**config.mk**
```make
export PLATFORM = sky130hd
export DESIGN_NAME = debounce_multi_flat
export DESIGN_NICKNAME = d
export VERILOG_FILES = /design/src/rtl/debounce_multi_pkg.sv /design/src/rtl/debounce_multi_if.sv /design/src/rtl/debounce_multi_chan.sv /design/src/rtl/debounce_multi.sv /design/src/flat_wrapper.sv
export SDC_FILE = /design/constraint.sdc
export NUM_CORES = 1
export LEC_CHECK = 0
export BUFFER_PORTS_ARGS = -buffer_cell sky130_fd_sc_hd__clkbuf_2
export CORE_ASPECT_RATIO = 2
export CORE_MARGIN = 4
export CORE_UTILIZATION = 45
export DETAILED_ROUTE_END_ITERATION = 10
export GPL_ROUTABILITY_DRIVEN = 0
export PLACE_DENSITY_LB_ADDON = 0.25
export REMOVE_ABC_BUFFERS = 1
export SETUP_SLACK_MARGIN = 0.4
export SYNTH_ARGS = -nofsm -noshare
export SYNTH_HDL_FRONTEND = slang
export SYNTH_HIERARCHICAL = 1
export SYNTH_SLANG_ARGS = --single-unit
```
**constraint.sdc**
```tcl
create_clock -name clk -period 2 [get_ports clk]
set_clock_uncertainty 0.2 [all_clocks]
set_input_delay 0.4 -clock clk [delete_from_list [all_inputs] [get_ports clk]]
set_output_delay 0.4 -clock clk [all_outputs]
set_load 0.01 [all_outputs]
```
**src/rtl/debounce_multi_pkg.sv**
```systemverilog
// Shared helpers for the multi-channel debouncer: counter sizing and
// parameter-legality predicates used by the elaboration checks.
package debounce_pkg;

    // Counter width able to hold values 0 .. n-1, never narrower than one bit.
    function automatic int cnt_width(int n);
        int w;
        w = $clog2(n);
        return (w < 1) ? 1 : w;
    endfunction

    // A dwell of one cycle would make the filter transparent to single-cycle glitches.
    function automatic bit dwell_legal(int n);
        return n >= 2;
    endfunction

    // Fewer than two flops leaves the raw pin metastability-exposed.
    function automatic bit sync_legal(int n);
        return n >= 2;
    endfunction

endpackage

```
**src/rtl/debounce_multi_if.sv**
```systemverilog
// Pin-side bundle of the debouncer: raw inputs in, clean levels and pulses out.
interface debounce_multi_if #(
    parameter int N_CH = 4
);
    logic [N_CH-1:0] sig_in;
    logic [N_CH-1:0] sig_out;
    logic [N_CH-1:0] rise;
    logic [N_CH-1:0] fall;
    logic [N_CH-1:0] held;

    // master: board/stimulus side driving the pins and consuming the pulses
    modport master (
        output sig_in,
        input  sig_out,
        input  rise,
        input  fall,
        input  held
    );

    // slave: the debouncer itself
    modport slave (
        input  sig_in,
        output sig_out,
        output rise,
        output fall,
        output held
    );
endinterface

```
**src/rtl/debounce_multi_chan.sv**
```systemverilog
// One debouncer channel: synchroniser, dwell filter, registered edge pulses
// and optional long-press detection.
module debounce_chan
    import debounce_pkg::*;
#(
    parameter int   DWELL_CNT   = 50000,
    parameter int   SYNC_STAGES = 2,
    parameter int   HOLD_CNT    = 0,
    parameter logic RESET_VAL   = 1'b0
) (
    input  logic clk,
    input  logic rst_n,
    input  logic sig_i,
    output logic level_o,
    output logic rise_o,
    output logic fall_o,
    output logic held_o
);

    localparam int                CNT_W    = cnt_width(DWELL_CNT);
    localparam logic [CNT_W-1:0]  CNT_LAST = CNT_W'(DWELL_CNT - 1);

    if (!dwell_legal(DWELL_CNT)) begin : g_bad_dwell
        $error("debounce_chan: DWELL_CNT must be at least 2");
    end
    if (!sync_legal(SYNC_STAGES)) begin : g_bad_sync
        $error("debounce_chan: SYNC_STAGES must be at least 2");
    end

    logic [SYNC_STAGES-1:0] sync_q;
    logic                   s;
    logic                   state_q, state_d;
    logic [CNT_W-1:0]       cnt_q, cnt_d;
    logic                   flip;
    logic                   rise_q, fall_q;

    // Synchroniser chain; the oldest stage is the filtered-domain sample.
    always_ff @(posedge clk or negedge rst_n) begin
        if (!rst_n) begin
            sync_q <= {SYNC_STAGES{RESET_VAL}};
        end else begin
            sync_q <= {sync_q[SYNC_STAGES-2:0], sig_i};
        end
    end

    assign s = sync_q[SYNC_STAGES-1];

    // Dwell filter: flip only after DWELL_CNT consecutive disagreeing samples.
    always_comb begin
        state_d = state_q;
        cnt_d   = cnt_q;
        flip    = 1'b0;
        if (s == state_q) begin
            cnt_d = '0;
        end else if (cnt_q == CNT_LAST) begin
            state_d = s;
            cnt_d   = '0;
            flip    = 1'b1;
        end else begin
            cnt_d = cnt_q + CNT_W'(1);
        end
    end

    // Debounced level plus rise/fall pulses registered on the edge the level changes.
    always_ff @(posedge clk or negedge rst_n) begin
        if (!rst_n) begin
            state_q <= RESET_VAL;
            cnt_q   <= '0;
            rise_q  <= 1'b0;
            fall_q  <= 1'b0;
        end else begin
            state_q <= state_d;
            cnt_q   <= cnt_d;
            rise_q  <= flip & s;
            fall_q  <= flip & ~s;
        end
    end

    assign level_o = state_q;
    assign rise_o  = rise_q;
    assign fall_o  = fall_q;

    if (HOLD_CNT > 0) begin : g_hold
        localparam int               HOLD_W    = cnt_width(HOLD_CNT);
        localparam logic [HOLD_W-1:0] HOLD_LAST = HOLD_W'(HOLD_CNT - 1);

        logic [HOLD_W-1:0] hcnt_q, hcnt_d;
        logic              armed_q, armed_d;
        logic              held_q, held_d;

        // Long-press: arm on a rise, count while high, fire once, disarm on a fall.
        // The count stops at HOLD_LAST because arming is dropped when it fires.
        always_comb begin
            hcnt_d  = hcnt_q;
            armed_d = armed_q;
            held_d  = 1'b0;
            if (flip) begin
                hcnt_d  = '0;
                armed_d = s;
            end else if (state_q && armed_q) begin
                if (hcnt_q == HOLD_LAST) begin
                    held_d  = 1'b1;
                    armed_d = 1'b0;
                end else begin
                    hcnt_d = hcnt_q + HOLD_W'(1);
                end
            end
        end

        // Hold counter, arm flag and registered long-press pulse.
        always_ff @(posedge clk or negedge rst_n) begin
            if (!rst_n) begin
                hcnt_q  <= '0;
                armed_q <= 1'b0;
                held_q  <= 1'b0;
            end else begin
                hcnt_q  <= hcnt_d;
                armed_q <= armed_d;
                held_q  <= held_d;
            end
        end

        assign held_o = held_q;
    end else begin : g_no_hold
        assign held_o = 1'b0;
    end

endmodule

```
**src/rtl/debounce_multi.sv**
```systemverilog
// Multi-channel debouncer top: N_CH independent channels between the board
// pins and the game/timing FSMs.
module debounce_multi
    import debounce_pkg::*;
#(
    parameter int   N_CH        = 4,
    parameter int   DWELL_CNT   = 50000,
    parameter int   SYNC_STAGES = 2,
    parameter int   HOLD_CNT    = 0,
    parameter logic RESET_VAL   = 1'b0
) (
    input  logic                 clk,
    input  logic                 rst_n,
    debounce_multi_if.slave      bus
);

    // One self-contained channel per pin; no state is shared between them.
    for (genvar i = 0; i < N_CH; i++) begin : g_ch
        debounce_chan #(
            .DWELL_CNT   (DWELL_CNT),
            .SYNC_STAGES (SYNC_STAGES),
            .HOLD_CNT    (HOLD_CNT),
            .RESET_VAL   (RESET_VAL)
        ) u_chan (
            .clk     (clk),
            .rst_n   (rst_n),
            .sig_i   (bus.sig_in[i]),
            .level_o (bus.sig_out[i]),
            .rise_o  (bus.rise[i]),
            .fall_o  (bus.fall[i]),
            .held_o  (bus.held[i])
        );
    end

endmodule

```
**src/flat_wrapper.sv**
```systemverilog
// flat-port wrapper written by rule: the top's interface ports become plain ports
module debounce_multi_flat import debounce_pkg::*;
#(
    parameter int   N_CH        = 4,
    parameter int   DWELL_CNT   = 50000,
    parameter int   SYNC_STAGES = 2,
    parameter int   HOLD_CNT    = 0,
    parameter logic RESET_VAL   = 1'b0
)
  (clk, rst_n, bus_sig_in, bus_sig_out, bus_rise, bus_fall, bus_held);
  debounce_multi_if #(.N_CH(N_CH)) bus_i ();
  input  logic clk;
  input  logic rst_n;
  input wire logic [$bits(bus_i.sig_in)-1:0] bus_sig_in;
  output wire logic [$bits(bus_i.sig_out)-1:0] bus_sig_out;
  output wire logic [$bits(bus_i.rise)-1:0] bus_rise;
  output wire logic [$bits(bus_i.fall)-1:0] bus_fall;
  output wire logic [$bits(bus_i.held)-1:0] bus_held;
  assign bus_i.sig_in = bus_sig_in;
  assign bus_sig_out = bus_i.sig_out;
  assign bus_rise = bus_i.rise;
  assign bus_fall = bus_i.fall;
  assign bus_held = bus_i.held;
  debounce_multi #(.N_CH(N_CH), .DWELL_CNT(DWELL_CNT), .SYNC_STAGES(SYNC_STAGES), .HOLD_CNT(HOLD_CNT), .RESET_VAL(RESET_VAL)) u_core (.clk(clk), .rst_n(rst_n), .bus(bus_i));
endmodule
```
==> results.yml, run 1 <==
status:
  outcome: "completed"
flow_run:
  drv_cap: 0
timing:
  hold_violations: 0
  worst_pin_slew_ns: 0.510
  hold_ws_ns: 0.151
  min_period_over_period: 0.833
  setup_viol: 0
  max_freq_mhz: 600
  setup_tns_ns: 0
  slew_headroom: 0.660
  fin_ws_ns: 0.334
  fin_crit_ns: 1.67
  drv_slew: 0
  rsz0062_at_grt: "yes"
synthesis:
  synth.cell_area_um2: 3980
  synth_warnings: 6
  synth_seq_area_share: 0.528
  synth-compound-area-share: 0
  synth.area.mux_share: 0.0113
  ys_top_cells_by_area: "dfrtp_1, xnor2_1, nor2_1, xor2_1, nand4_1"
  synth_top_family_by_area: "simple AND/OR/NAND/NOR gates"
  ys_types: 26
  synth_fa_ha_area_frac: 0.0126
  netlist.top_cell.by_area: "dfrtp_1"
  ys_ff_latch: 84
  synth_top_cell_area_share: 0.528
  avgSynthCellArea_um2: 10.8
  synth_xor_area_frac: 0.132
  synthCells: 368
  synth-simple-area-share: 0.275
cells_and_area:
  drive_gt1_frac: 0.400
  multiInputGateArea_um2: 2300
  postLayoutCoreUtil: 0.632
  final_common_cell: "dfrtp_1"
  area_growth_pct: 37.2
  nFillCells: 701
  diodes: 0
  regArea_um2: 2120
  final_cell_mix: "dfrtp_1, buf_4, nor2_1"
  nNetsFinal: 447
worst_setup_path:
  r2r_cells: 5
  critical_path_arrival_ns: 1.69
  crit_path_cell_trace: "and4bb_1, nand4_4, buf_6, nand2_8, nor2_2"
  cp.required_ns: 2.02
  cpPeakStageDelay_ns: 0.45
  path_delay_family: "simple AND/OR/NAND/NOR gates"
  worst_setup_path_start_kind: "flip-flop"
  crit_buf_inv: 1
  crit_path_end_kind: "flip-flop"
  critPathKind: "reg -> reg"
  path_depth: 5
  crit_fanout: 8
  slowest_stage: "dfrtp_1"
grt:
  grt_overflow: 0
  antenna_found_initial: 0
  grtUsageMet3: 0.0286
  grt_pass1_vias: 3114
  grt_start_max_net_pins: 30
  grt_usage: 0.179
  grt.busiest_layer: "met2"
  grtUsageMet1: 0.198
  grt_pass1_wl_um: 14600
  use_met2: 0.318
routing:
  avgRoutedWirePerCell_um: 17.0
  route.detailed.drc: 0
  vias: 3021
  drtIter0Drc: 192
  routed_wl_um: 9200
  ant_nets: 0
  first_pass_iters: 4
  viasPerCell: 5.57
clock_tree:
  cts_tree: "yes"
  clock_latency_ns: 0.34
  clock_path_buffers: 2
  clock-sinks: 84
  clkTransAtPathRegs_ns: 0.07
  root_buffer: "clkbuf_16"
  numCtsBuffers: 9
  h-tree-depth: 3
die:
  core_area_um2: 8650
  fp.dieW_um: 74.5
  pin_count: 22
  die_area_um2: 10500
  std_cell_rows: 48
  start_util: 0.461
  die_height_um: 141
min_path:
  hp-class: "reg -> reg"
  holdPathStages: 0
placed_design:
  io_buffer_count: 17
  dp_hpwl_um: 5280
  place_worst_setup_slack_ns: 0.102
power:
  power.density_nw_per_um2: 683
  peakVddDrop_uv: 467
  power_uw: 3730
  power.leakage_uw: 0.00224
## cell type report
class / count / share of cell area
Tap cell: 100 / 0.0229
Sequential cell: 84 / 0.388
Inverter: 4 / 0.00275
Multi-Input combinational cell: 262 / 0.421
Clock inverter: 7 / 0.0183
Timing Repair Buffer: 76 / 0.106
Clock buffer: 9 / 0.0412
## logic make-up after synthesis
family,count (synthesis)
buffers and inverters,24
adders and majority gates,4
xor gates and xnor gates,60
muxes,4
and+or+nand+nor,188
other,4
DFF,84
## registers in the layout (all words and copies together) (netlist names)
signal,cells
u_core/g_ch.u_chan/rise_o,4
u_core/g_ch.u_chan/fall_o,4
u_core/g_ch.u_chan/cnt_q,64
u_core/g_ch.u_chan/level_o,4
u_core/g_ch.u_chan/sync_q,8
## where the power goes
part	leakage, µW	switching [µW]	internal (µW)	total, µW
combinational	0.000970	100	63.3	163
clock	0.000148	706	1100	1810
sequential	0.00112	35.0	1730	1760
total	0.00224	841	2890	3730
## per-stage QoR
| stage | cell area (µm²) | std cells |
|---|---|---|
| 3_5_place_dp | 4150 | 475 |
| 3_3_place_gp | 4150 | 475 |
| 5_1_grt | 5470 | 542 |
| 4_1_cts | 4930 | 515 |
| 6_report | 5470 | 542 |
| 2_1_floorplan | 3850 | 348 |
## timing repair
action                                 in CTS  in global routing
endpoints found under the hold margin      29                  0
setup buffers                              19                 25
setup endpoints to repair                  76                 71
gates resized for setup                    51                 73
gates cloned                                0                  2
hold buffers                                5                  0
pin swaps                                  15                 49
## routing by layer
layer  wire [µm]  vias up
met5           0        -
met4         389        0
met3         245       34
met2        5150       66
met1        3420     1521
li1            -     1400
## worst reg2reg max path, stage by stage, from the launching register on
cell and delay [ns]:
dfrtp_1 0.45, and4bb_1 0.36, nand4_4 0.16, buf_6 0.18
nand2_8 0.14, nor2_2 0.06
## path summary, 6_finish.rpt
| check | slack [ns] | startpoint | end |
|---|---|---|---|
| min | 0.15 | u_core/g_ch[0].u_chan/sync_q[0] | u_core/g_ch[0].u_chan/sync_q[1] |
| max reg2reg | 0.33 | u_core/g_ch[1].u_chan/cnt_q[4] | u_core/g_ch[1].u_chan/cnt_q[15] |
| min reg2reg | 0.15 | u_core/g_ch[0].u_chan/sync_q[0] | u_core/g_ch[0].u_chan/sync_q[1] |
| max in group asynchronous | 0.68 | rst_n | u_core/g_ch[2].u_chan/cnt_q[11] |
| max | 0.33 | u_core/g_ch[1].u_chan/cnt_q[4] | u_core/g_ch[1].u_chan/cnt_q[15] |
| min in group asynchronous | 0.33 | rst_n | u_core/g_ch[1].u_chan/cnt_q[6] |
## synthesized netlist by cell type (all sizes together)
library cell  count
and2              4
and3             12
and4              4
and4bb            4
buf              20
conb              4
dfrtp            84
ha                4
inv               4
mux2              4
nand2             8
nand3            24
nand4            28
nor2             68
nor3              8
nor3b             8
nor4             12
nor4b             4
nor4bb            4
xnor2            36
xor2             24
Note: power is estimated with default switching activity, not from simulation.
==> run 2, diff against run 1 <==
Clock period 2 ns to 1.4 ns, I/O delays scaled along.
==> results.yml, run 2 (synthesized netlist as in run 1, its figures left out) <==
status:
  outcome: "finished, violations left"
  violations: "hold timing, setup timing"
timing:
  rsz0062_at_grt: "yes"
  slew_headroom: 0.657
  hold_violations: 84
  hold_ws_ns: -0.386
  min_period_over_period: 1.20
  max_freq_mhz: 597
  setup_viol: 79
  fin_ws_ns: -0.276
  fin_crit_ns: 1.68
  drv_slew: 0
  worst_pin_slew_ns: 0.514
clock_tree:
  numCtsBuffers: 9
  clock-sinks: 84
  clkTransAtPathRegs_ns: 0.07
  h-tree-depth: 3
  clock_path_buffers: 2
  root_buffer: "clkbuf_16"
  ctsHoldBuffers: 4
  clock_latency_ns: 0.34
  cts_tree: "yes"
routing:
  avgRoutedWirePerCell_um: 17.1
  first_pass_iters: 4
  vias: 3221
  viasPerCell: 5.36
  route.detailed.drc: 0
  routed_wl_um: 10300
  drtIter0Drc: 92
  ant_nets: 0
cells_and_area:
  postLayoutCoreUtil: 0.719
  area_growth_pct: 56.1
  biggestRegsByFlops: "u_core/g_ch.u_chan/cnt_q: 64 flops, u_core/g_ch.u_chan/sync_q: 8 flops"
  regArea_um2: 2110
  drive_gt1_frac: 0.539
  fin_area_um2: 6220
  largest_reg_flops: 64
  largest-register: "u_core/g_ch.u_chan/cnt_q"
  final_cell_mix: "buf_4, dfrtp_1, xnor2_1"
  multiInputGateArea_um2: 2490
  nFillCells: 597
  diodes: 0
  final_common_cell: "buf_4"
  nNetsFinal: 506
worst_setup_path:
  crit_fanout: 7
  crit_buf_inv: 2
  worst_setup_path_start_kind: "flip-flop"
  path_delay_family: "simple AND/OR/NAND/NOR gates"
  critPathKind: "reg -> reg"
  crit_path_cell_trace: "buf_6, nor4b_4, nand4_4, nand2_4, clkbuf_16, nor2_1"
  critical_path_arrival_ns: 1.71
  cp.required_ns: 1.43
  slowest_stage: "dfrtp_1"
  r2r_setup_slack_ns: -0.28
  crit_path_end_kind: "flip-flop"
  cpPeakStageDelay_ns: 0.40
placed_design:
  dp_hpwl_um: 6270
  io_buffer_count: 17
  dpl-instance-area_um2: 4820
grt:
  grt_usage: 0.196
  grt_start_max_net_pins: 33
  antenna_found_initial: 0
  grt_pass1_vias: 3293
  grt_pass1_wl_um: 15800
  grt_overflow: 0
die:
  start_util: 0.461
  die_area_um2: 10500
  die_height_um: 141
  core_area_um2: 8650
  pin_count: 22
  fp.dieW_um: 74.5
  std_cell_rows: 48
min_path:
  hp-class: "in -> async"
power:
  peakVddDrop_uv: 866
  power.leakage_uw: 0.00263
  power.density_nw_per_um2: 846
flow_run:
  drv_cap: 0
## run 2: area by class of cell
type	count	area share
Sequential cell	84	0.339
Timing Repair Buffer	136	0.190
Clock inverter	7	0.0119
Tap cell	100	0.0201
Clock buffer	9	0.0362
Inverter	4	0.00241
Multi-Input combinational cell	261	0.401
## run 2: layer usage
layer  track usage  part of all wire  vias to the layer above
met5             0                 0                        -
met4        0.0760             0.030                        0
met3        0.0385             0.026                       25
met2         0.350              0.58                       53
met1         0.219              0.37                     1624
li1              -                 -                     1519
## run 2: path summary, 6_finish.rpt
path | start | to | cells after the start
worst max-delay path | u_core/g_ch[0].u_chan/cnt_q[5] | u_core/g_ch[0].u_chan/cnt_q[13] | 6
worst min-delay path | rst_n | u_core/g_ch[1].u_chan/cnt_q[6] | 1
worst max register to register | u_core/g_ch[0].u_chan/cnt_q[5] | u_core/g_ch[0].u_chan/cnt_q[13] | 6
worst min register to register | u_core/g_ch[2].u_chan/sync_q[0] | u_core/g_ch[2].u_chan/sync_q[1] | 0
max in group asynchronous | rst_n | u_core/g_ch[0].u_chan/cnt_q[0] | 2
min in group clk | u_core/g_ch[2].u_chan/sync_q[0] | u_core/g_ch[2].u_chan/sync_q[1] | 0
## run 2: worst reg2reg max path, cell delays in order (launching register included)
cell	delay (ns)
dfrtp_1	0.40
buf_6	0.13
nor4b_4	0.27
nand4_4	0.19
nand2_4	0.14
clkbuf_16	0.18
nor2_1	0.06
## run 2: metrics by stage
step	TNS (ns)	power [µW]	hold WS (ns)	setup WS, ns	std cells
CTS	-12.93	5230	-0.385	-0.234	590
finish	-16.94	5260	-0.386	-0.276	601
global route	-21.77	5460	-0.378	-0.349	601
detailed placement	-19.20	2770	-0.0187	-0.329	558
global placement	-16.85	2760	-0.0164	-0.292	558
floorplan	-13.47	2610	-0.216	-0.237	348
## run 2: power by group
| group | total (µW) | switching (µW) | internal, µW |
|---|---|---|---|
| Combinational | 343 | 185 | 158 |
| Sequential | 2510 | 38.4 | 2470 |
| Clock | 2410 | 1020 | 1390 |
## run 2: timing repair
action | 4_1_cts | 5_1_grt
hold endpoints to repair | 88 | 84
gates cloned | 1 | 3
pin swaps | 34 | 45
setup endpoints to repair | 88 | 88
gates resized for setup | 78 | 110
setup buffers | 11 | 8
